$ cat src/rtl/topazo_halt_reporter.sv
//------------------------------------------------------------------------------
// Module   : topazo_halt_reporter
// Brief    : Counts cycles to CPU halt, then sends cycle count, PC and ACC
//            as a 7-byte 8N1 UART packet.
// Revision : 1.0 - initial release
//------------------------------------------------------------------------------
`default_nettype none

module topazo_halt_reporter #(
   parameter int CLKS_PER_BIT = 16
) (
   input  logic        i_clk,
   input  logic        i_reset,
   input  logic        i_halt,
   input  logic [10:0] i_pc,
   input  logic [15:0] i_acc,
   output logic        o_tx,
   output logic        o_busy,
   output logic        o_done
);

   localparam int c_baud_w = (CLKS_PER_BIT > 1) ? $clog2(CLKS_PER_BIT) : 1;
   localparam logic [c_baud_w-1:0] c_baud_last = c_baud_w'(CLKS_PER_BIT - 1);
   localparam logic [c_baud_w-1:0] c_baud_one  = c_baud_w'(1);

   localparam logic [2:0] c_st_idle  = 3'd0;
   localparam logic [2:0] c_st_start = 3'd1;
   localparam logic [2:0] c_st_data  = 3'd2;
   localparam logic [2:0] c_st_stop  = 3'd3;
   localparam logic [2:0] c_st_done  = 3'd4;

   logic [2:0]          r_state;
   logic [15:0]         r_cyc;
   logic [10:0]         r_pc;
   logic [15:0]         r_acc;
   logic [2:0]          r_byte_idx;
   logic [2:0]          r_bit_idx;
   logic [c_baud_w-1:0] r_baud;
   logic                r_tx;
   logic                r_busy;
   logic                r_done;

   logic [7:0]          w_byte;
   logic [2:0]          w_next_bit;
   logic                w_baud_end;

   assign w_next_bit = r_bit_idx + 3'd1;
   assign w_baud_end = (r_baud == c_baud_last);

   always_comb begin
      w_byte = 8'hA5;
      case (r_byte_idx)
         3'd1:    w_byte = r_cyc[15:8];
         3'd2:    w_byte = r_cyc[7:0];
         3'd3:    w_byte = {5'b0, r_pc[10:8]};
         3'd4:    w_byte = r_pc[7:0];
         3'd5:    w_byte = r_acc[15:8];
         3'd6:    w_byte = r_acc[7:0];
         default: w_byte = 8'hA5;
      endcase
   end

   // r_cyc only advances in IDLE, so it doubles as the captured cycle count.
   always_ff @(posedge i_clk) begin
      if (!i_reset) begin
         r_state    <= c_st_idle;
         r_cyc      <= 16'd0;
         r_pc       <= 11'd0;
         r_acc      <= 16'd0;
         r_byte_idx <= 3'd0;
         r_bit_idx  <= 3'd0;
         r_baud     <= '0;
         r_tx       <= 1'b1;
         r_busy     <= 1'b0;
         r_done     <= 1'b0;
      end else begin
         case (r_state)
            c_st_idle: begin
               if (i_halt) begin
                  r_pc       <= i_pc;
                  r_acc      <= i_acc;
                  r_byte_idx <= 3'd0;
                  r_baud     <= '0;
                  r_tx       <= 1'b0;
                  r_busy     <= 1'b1;
                  r_state    <= c_st_start;
               end else if (r_cyc != 16'hFFFF) begin
                  r_cyc <= r_cyc + 16'd1;
               end
            end
            c_st_start: begin
               if (w_baud_end) begin
                  r_baud    <= '0;
                  r_bit_idx <= 3'd0;
                  r_tx      <= w_byte[0];
                  r_state   <= c_st_data;
               end else begin
                  r_baud <= r_baud + c_baud_one;
               end
            end
            c_st_data: begin
               if (w_baud_end) begin
                  r_baud <= '0;
                  if (r_bit_idx == 3'd7) begin
                     r_tx    <= 1'b1;
                     r_state <= c_st_stop;
                  end else begin
                     r_bit_idx <= w_next_bit;
                     r_tx      <= w_byte[w_next_bit];
                  end
               end else begin
                  r_baud <= r_baud + c_baud_one;
               end
            end
            c_st_stop: begin
               if (w_baud_end) begin
                  r_baud <= '0;
                  if (r_byte_idx < 3'd6) begin
                     r_byte_idx <= r_byte_idx + 3'd1;
                     r_tx       <= 1'b0;
                     r_state    <= c_st_start;
                  end else begin
                     r_busy  <= 1'b0;
                     r_done  <= 1'b1;
                     r_state <= c_st_done;
                  end
               end else begin
                  r_baud <= r_baud + c_baud_one;
               end
            end
            c_st_done: begin
               r_tx   <= 1'b1;
               r_busy <= 1'b0;
               r_done <= 1'b1;
            end
            default: begin
               r_state <= c_st_idle;
               r_tx    <= 1'b1;
               r_busy  <= 1'b0;
            end
         endcase
      end
   end

   assign o_tx   = r_tx;
   assign o_busy = r_busy;
   assign o_done = r_done;

endmodule

`default_nettype wire

$ cat config.mk
export PLATFORM = sky130hd
export DESIGN_NAME = topazo_halt_reporter
export DESIGN_NICKNAME = d
export VERILOG_FILES = /design/src/rtl/topazo_halt_reporter.sv
export SDC_FILE = /design/constraint.sdc
export NUM_CORES = 1
export LEC_CHECK = 0
export CORE_MARGIN = 5
export CORE_UTILIZATION = 40
export CTS_CLUSTER_SIZE = 24
export DETAILED_ROUTE_END_ITERATION = 10
export GPL_TIMING_DRIVEN = 0
export SLEW_MARGIN = 25
export SYNTH_ARGS = -nofsm -noshare
export SYNTH_HDL_FRONTEND = slang
export SYNTH_SLANG_ARGS = --single-unit
export TNS_END_PERCENT = 30
$ cat constraint.sdc
create_clock -name i_clk -period 2.6 [get_ports i_clk]
set_input_delay 0.52 -clock i_clk [delete_from_list [all_inputs] [get_ports i_clk]]
set_output_delay 0.52 -clock i_clk [all_outputs]
set_load 0.02 [all_outputs]
==> impl_metrics.py, run 1 <==
metrics = {
    "placement": {
        "portBuffers": 32,
        "globalplace.congestion": 0.868,
        "dp.cells": 498,
        "dpl_cell_area_um2": 3520,
        "hpwlAfterDp_um": 5530,
    },
    "logic_synthesis": {
        "ys_async_sr_fraction": 0,
        "yosys_warnings": 0,
        "synth_enable_flop_cells": 0,
        "synth_seq_cells": 59,
        "synth_nets": 403,
        "netlist_instances": 364,
        "ys_types": 55,
        "synthesis.area_um2": 3060,
        "synthFlopType": "dfxtp_1",
        "seq_area_frac_synth": 0.386,
        "syn_avg_cell_area_um2": 8.41,
    },
    "global_route": {
        "grt_antenna_before_repair": 0,
        "grt_max_degree": 12,
        "overflow": 0,
        "grt_pass1_wl_um": 12700,
        "grt_pass1_vias": 2670,
        "grt_util_all_layers": 0.166,
    },
    "detailed_routing": {
        "drtPass1Iterations": 5,
        "viasPerCell": 5.21,
        "drt_wl_total_um": 7440,
        "drc_errors": 0,
        "vias": 2668,
        "ant_nets": 0,
        "drtIter0Drc": 91,
        "routedWlPerCell_um": 14.5,
    },
    "worst_setup_path": {
        "worstPathArrival_ns": 2.65,
        "crit_path_end_kind": "flop",
        "required_ns": 2.83,
        "regToRegSetupSlack_ns": 0.32,
        "rr_endpoint": "o_tx$_SDFFE_PN1P_",
        "rr_startpoint": "r_byte_idx[0]$_SDFFE_PN0P_",
        "worstSetupStartpointType": "input pin",
        "crit_type": "in -> reg",
        "cp_max_fo": 5,
        "r2r_cells": 8,
    },
    "pwr": {
        "power_mw": 2.03,
        "leakage_nw": 1.33,
        "power_density_nw_per_um2": 544,
        "vdd_drop_max_v": 0.000286,
    },
    "floorplan": {
        "fp.dieW_um": 97.5,
        "dieArea_um2": 9500,
        "ios": 33,
        "die_h_um": 97.5,
        "rows": 32,
        "core_um2": 7610,
        "start_util": 0.402,
    },
    "sta": {
        "max_freq_ghz": 0.413,
        "hold_viol_final": 0,
        "rsz0062_at_grt": "no",
        "layout_worst_path_cycle_share": 0.930,
        "skew_ns": 0.0127,
        "min_period_ns": 2.42,
        "worstMarginPinSlew_ns": 0.851,
        "setup_viol": 0,
        "hold_ws_ns": 0.464,
        "finalMaxSlewViolations": 0,
        "slew_headroom": 0.428,
    },
    "clock_tree": {
        "numClockSinks": 59,
        "ctsHtreeMaxLevel": 3,
        "ctsHoldBuffers": 0,
        "clock-root-buffer": "clkbuf_8",
        "cts_tree": "built",
        "cts_max_path_buffers": 2,
        "path_clk_slew_ns": 0.07,
        "clk_latency_ns": 0.35,
        "cts_buffers": 9,
    },
    "final_layout": {
        "drive_gt1_frac": 0.0854,
        "area_growth_pct": 22.1,
        "layout_common_cells": "nand2_1, dfxtp_1, clkdlybuf4s50_1",
        "final_common_cell": "nand2_1",
        "nFillCells": 775,
        "fin_area_um2": 3740,
        "final_cell_count_no_fill": 512,
        "antenna_cells": 0,
        "fin_nets": 444,
    },
    "status": {
        "status": "finished, final reports clean",
    },
    "run": {
        "drv_cap": 0,
    },
    "min_path": {
        "holdPathEnd": "r_acc[1]$_SDFFE_PN0P_",
        "hold_path.class": "reg -> reg",
        "hold_start": "r_acc[1]$_SDFFE_PN0P_",
        "whs_path_depth": 2,
    },
}
==> cells in the mapped netlist, types with 7 or more instances <==
| cell | instances | area [um2] |
|---|---|---|
| dfxtp_1 | 59 | 1180 |
| xnor2_1 | 10 | 87.6 |
| nor2_1 | 12 | 45.0 |
| a22oi_1 | 10 | 75.1 |
| inv_1 | 7 | 26.3 |
| nand4_1 | 8 | 50.1 |
| nand2_1 | 80 | 300 |
| o21ai_0 | 12 | 60.1 |
| a21boi_0 | 28 | 210 |
| and2_1 | 22 | 138 |
| ha_1 | 9 | 113 |
| clkbuf_1 | 16 | 60.1 |
==> through the flow <==
stage	TNS, ns	utilization	worst slack [ns]
after CTS	0	0.490	0.196
after detailed placement	-0.688	0.463	-0.164
final	0	0.491	0.181
after floorplan	0	-	0.564
after global routing	0	0.491	0.00331
after global placement	-2.66	0.461	-0.132
==> logic make-up after synthesis <==
family | share of synthesized area
AOI/OAI and AO/OA | 0.205
xor gates and xnor gates | 0.0458
adders and majority gates | 0.0368
buffers and inverters | 0.0421
DFF | 0.386
muxes | 0.0139
and+or+nand+nor | 0.271
==> flip-flops by register name (all words and copies together), names as in the netlist <==
register and flops:
o_tx 1, r_state 3, r_cyc 16, o_busy 1
r_bit_idx 3, o_done 1, r_pc 11, r_baud 4
r_acc 16, r_byte_idx 3
==> power breakdown <==
part	leakage [nW]	switching, mW	internal (mW)
logic	0.755	0.0905	0.0931
registers	0.481	0.0239	0.940
clock network	0.0978	0.389	0.496
==> timing repair <==
action                                  4_1_cts  5_1_grt
gates resized for setup                       0        3
endpoints found under the setup margin        0        1
setup buffers                                 0        0
==> worst max-delay path: stages <==
cell and delay, ns:
clkdlybuf4s50_1 0.50, nor3_4 0.19, nand2b_1 0.16, nor4_1 0.76, nand4_1 0.22, xnor2_1 0.16
and2_1 0.15
==> per-layer routing <==
layer	track usage	vias up	wire length, um
met5	0	-	0
li1	-	1363	-
met1	0.212	1247	3560
met2	0.262	47	3430
met4	0.0831	0	167
met3	0.0380	11	273
==> cell type report <==
cell class                      count  area (um2)  share of cell area
Inverter                            7        26.3             0.00703
Clock buffer                       11         151              0.0405
Tap cell                          102         128              0.0341
Sequential cell                    59        1180               0.316
Timing Repair Buffer               32         320              0.0857
Multi-Input combinational cell    275        1770               0.474
Buffer                             21        96.3              0.0258
Clock inverter                      5        61.3              0.0164
==> how the worst max path moves through the flow <==
stage                                    start                      to  slack (ns)
finish                                  i_halt   r_cyc[9]$_SDFFE_PN0P_        0.18
global route                            i_halt   r_cyc[9]$_SDFFE_PN0P_       0.003
CTS                 r_byte_idx[0]$_SDFFE_PN0P_       o_tx$_SDFFE_PN1P_        0.20
detailed placement                      i_halt  r_cyc[13]$_SDFFE_PN0P_       -0.16
global placement                        i_halt    r_pc[7]$_SDFFE_PN0P_       -0.13
floorplan           r_byte_idx[0]$_SDFFE_PN0P_       o_tx$_SDFFE_PN1P_        0.56
Note: power is estimated with default switching activity, not from simulation.
==> inputs of run 2 (changes only) <==
--- a/config.mk
+++ b/config.mk
@@ -10,7 +10,7 @@
 export CTS_CLUSTER_SIZE = 24
 export DETAILED_ROUTE_END_ITERATION = 10
 export GPL_TIMING_DRIVEN = 0
-export SLEW_MARGIN = 25
+export SKIP_CTS_REPAIR_TIMING = 1
 export SYNTH_ARGS = -nofsm -noshare
 export SYNTH_HDL_FRONTEND = slang
 export SYNTH_SLANG_ARGS = --single-unit
==> impl_metrics.py, run 2 (synthesis gave the netlist of run 1 again) <==
metrics = {
    "detailed_routing": {
        "routedWlPerCell_um": 14.8,
        "drc_errors": 0,
        "ant_nets": 0,
        "viasPerCell": 5.16,
        "drtIter0Drc": 110,
        "vias": 2645,
        "drt_wl_total_um": 7570,
        "drtPass1Iterations": 5,
    },
    "clock_tree": {
        "ctsHtreeMaxLevel": 3,
        "cts_tree": "built",
        "clk_latency_ns": 0.35,
        "clock-root-buffer": "clkbuf_8",
        "numClockSinks": 59,
        "path_clk_slew_ns": 0.07,
        "cts_buffers": 9,
        "cts_max_path_buffers": 2,
    },
    "floorplan": {
        "dieArea_um2": 9500,
        "fp.dieW_um": 97.5,
        "die_h_um": 97.5,
        "rows": 32,
        "core_um2": 7610,
        "start_util": 0.402,
        "ios": 33,
    },
    "sta": {
        "skew_ns": 0.00707,
        "setup_viol": 0,
        "layout_worst_path_cycle_share": 0.918,
        "finalMaxSlewViolations": 0,
        "worstMarginPinSlew_ns": 1.05,
        "tns_ns": 0,
        "slew_headroom": 0.302,
        "rsz0062_at_grt": "yes",
        "layout_setup_ws_ns": 0.214,
        "max_freq_ghz": 0.419,
        "hold_viol_final": 0,
        "min_period_ns": 2.39,
    },
    "worst_setup_path": {
        "worstSetupStartpointType": "flop",
        "crit_type": "reg -> reg",
        "required_ns": 2.84,
        "cp_num_buf_inv": 2,
        "max_stage_delay_ns": 0.42,
        "path_delay_family": "compound AO/OA/AOI/OAI gates",
        "regToRegSetupSlack_ns": 0.21,
        "crit_chain": "inv_1, ha_1, clkbuf_1, and3b_1, a221o_1, a2111oi_2, o221ai_1, a31oi_1, nand2_1",
        "cp_max_fo": 8,
        "cpMaxStageDelayCell": "dfxtp_1",
        "worstPathArrival_ns": 2.63,
        "crit_path_end_kind": "flop",
    },
    "final_layout": {
        "drive_gt1_frac": 0.0827,
        "largestRegisters": "r_acc: 16 flops, r_cyc: 16 flops, r_pc: 11 flops",
        "antenna_cells": 0,
        "area_growth_pct": 21.1,
        "fin_nets": 446,
        "layout_common_cells": "nand2_1, dfxtp_1, clkdlybuf4s50_1",
        "final_common_cell": "nand2_1",
    },
    "pwr": {
        "leakage_nw": 1.33,
        "vdd_drop_max_v": 0.000291,
        "power_density_nw_per_um2": 519,
        "power_mw": 1.93,
    },
    "global_route": {
        "grt_max_degree": 11,
        "grt_util_all_layers": 0.166,
        "grt.busiest_layer": "met2",
        "grt_pass1_vias": 2645,
        "grt_use_met2": 0.264,
        "use_met1": 0.217,
        "overflow": 0,
        "grt_pass1_wl_um": 12800,
        "grt_antenna_before_repair": 0,
        "met3_usage": 0.0366,
    },
    "placement": {
        "globalplace.congestion": 0.868,
        "portBuffers": 32,
        "dp_slack_ns": -0.0862,
        "hpwlAfterDp_um": 5560,
    },
    "run": {
        "drv_cap": 0,
    },
    "status": {
        "status": "finished, final reports clean",
    },
    "min_path": {
        "hold_path.class": "reg -> reg",
    },
}
run 2: cell types whose count changed in the layout (fill, tap and decap cells not counted), sizes merged:
cell / change
bufinv: -1
clkbuf: +4
clkinv: +1
clkinvlp: -3
run 2: layout make-up:
type	count	area [um2]
Fill cell	757	3900
Multi-Input combinational cell	275	1770
Sequential cell	59	1180
Timing Repair Buffer	32	320
Clock buffer	13	169
Tap cell	102	128
Buffer	23	104
Inverter	7	26.3
Clock inverter	2	10.0
run 2: power breakdown:
group          internal, mW  switching [mW]  total, mW
logic                0.0921          0.0910      0.183
clock network         0.416           0.363      0.779
registers             0.940          0.0239      0.964
run 2: metal layers:
layer,routed length (um),up-vias
li1,-,1363
met1,3670,1224
met2,3540,47
met3,244,11
met4,118,0
met5,0,-
run 2: worst paths after layout:
kind                                   start                   to  cells past startpoint
setup reg to reg  r_byte_idx[0]$_SDFFE_PN0P_    o_tx$_SDFFE_PN1P_                      9
hold reg to reg          o_done$_SDFFE_PN0P_  o_done$_SDFFE_PN0P_                      1
hold / removal           o_done$_SDFFE_PN0P_  o_done$_SDFFE_PN0P_                      1
setup / recovery  r_byte_idx[0]$_SDFFE_PN0P_    o_tx$_SDFFE_PN1P_                      9
run 2: worst register-to-register path, stage by stage, from the launching register on:
cell and delay (ns):
dfxtp_1 0.42, inv_1 0.10, ha_1 0.20, clkbuf_1 0.24, and3b_1 0.26, a221o_1 0.30
a2111oi_2 0.34, o221ai_1 0.18, a31oi_1 0.18, nand2_1 0.07
run 2: through the flow:
step	instance area [um2]	hold WS (ns)	util	std cells
2_1_floorplan	3060	0.440	-	364
3_3_place_gp	3510	0.451	0.461	498
3_5_place_dp	3510	0.454	0.461	498
4_1_cts	3690	0.468	0.485	513
5_1_grt	3710	0.490	0.488	513
6_report	3710	0.463	0.488	513
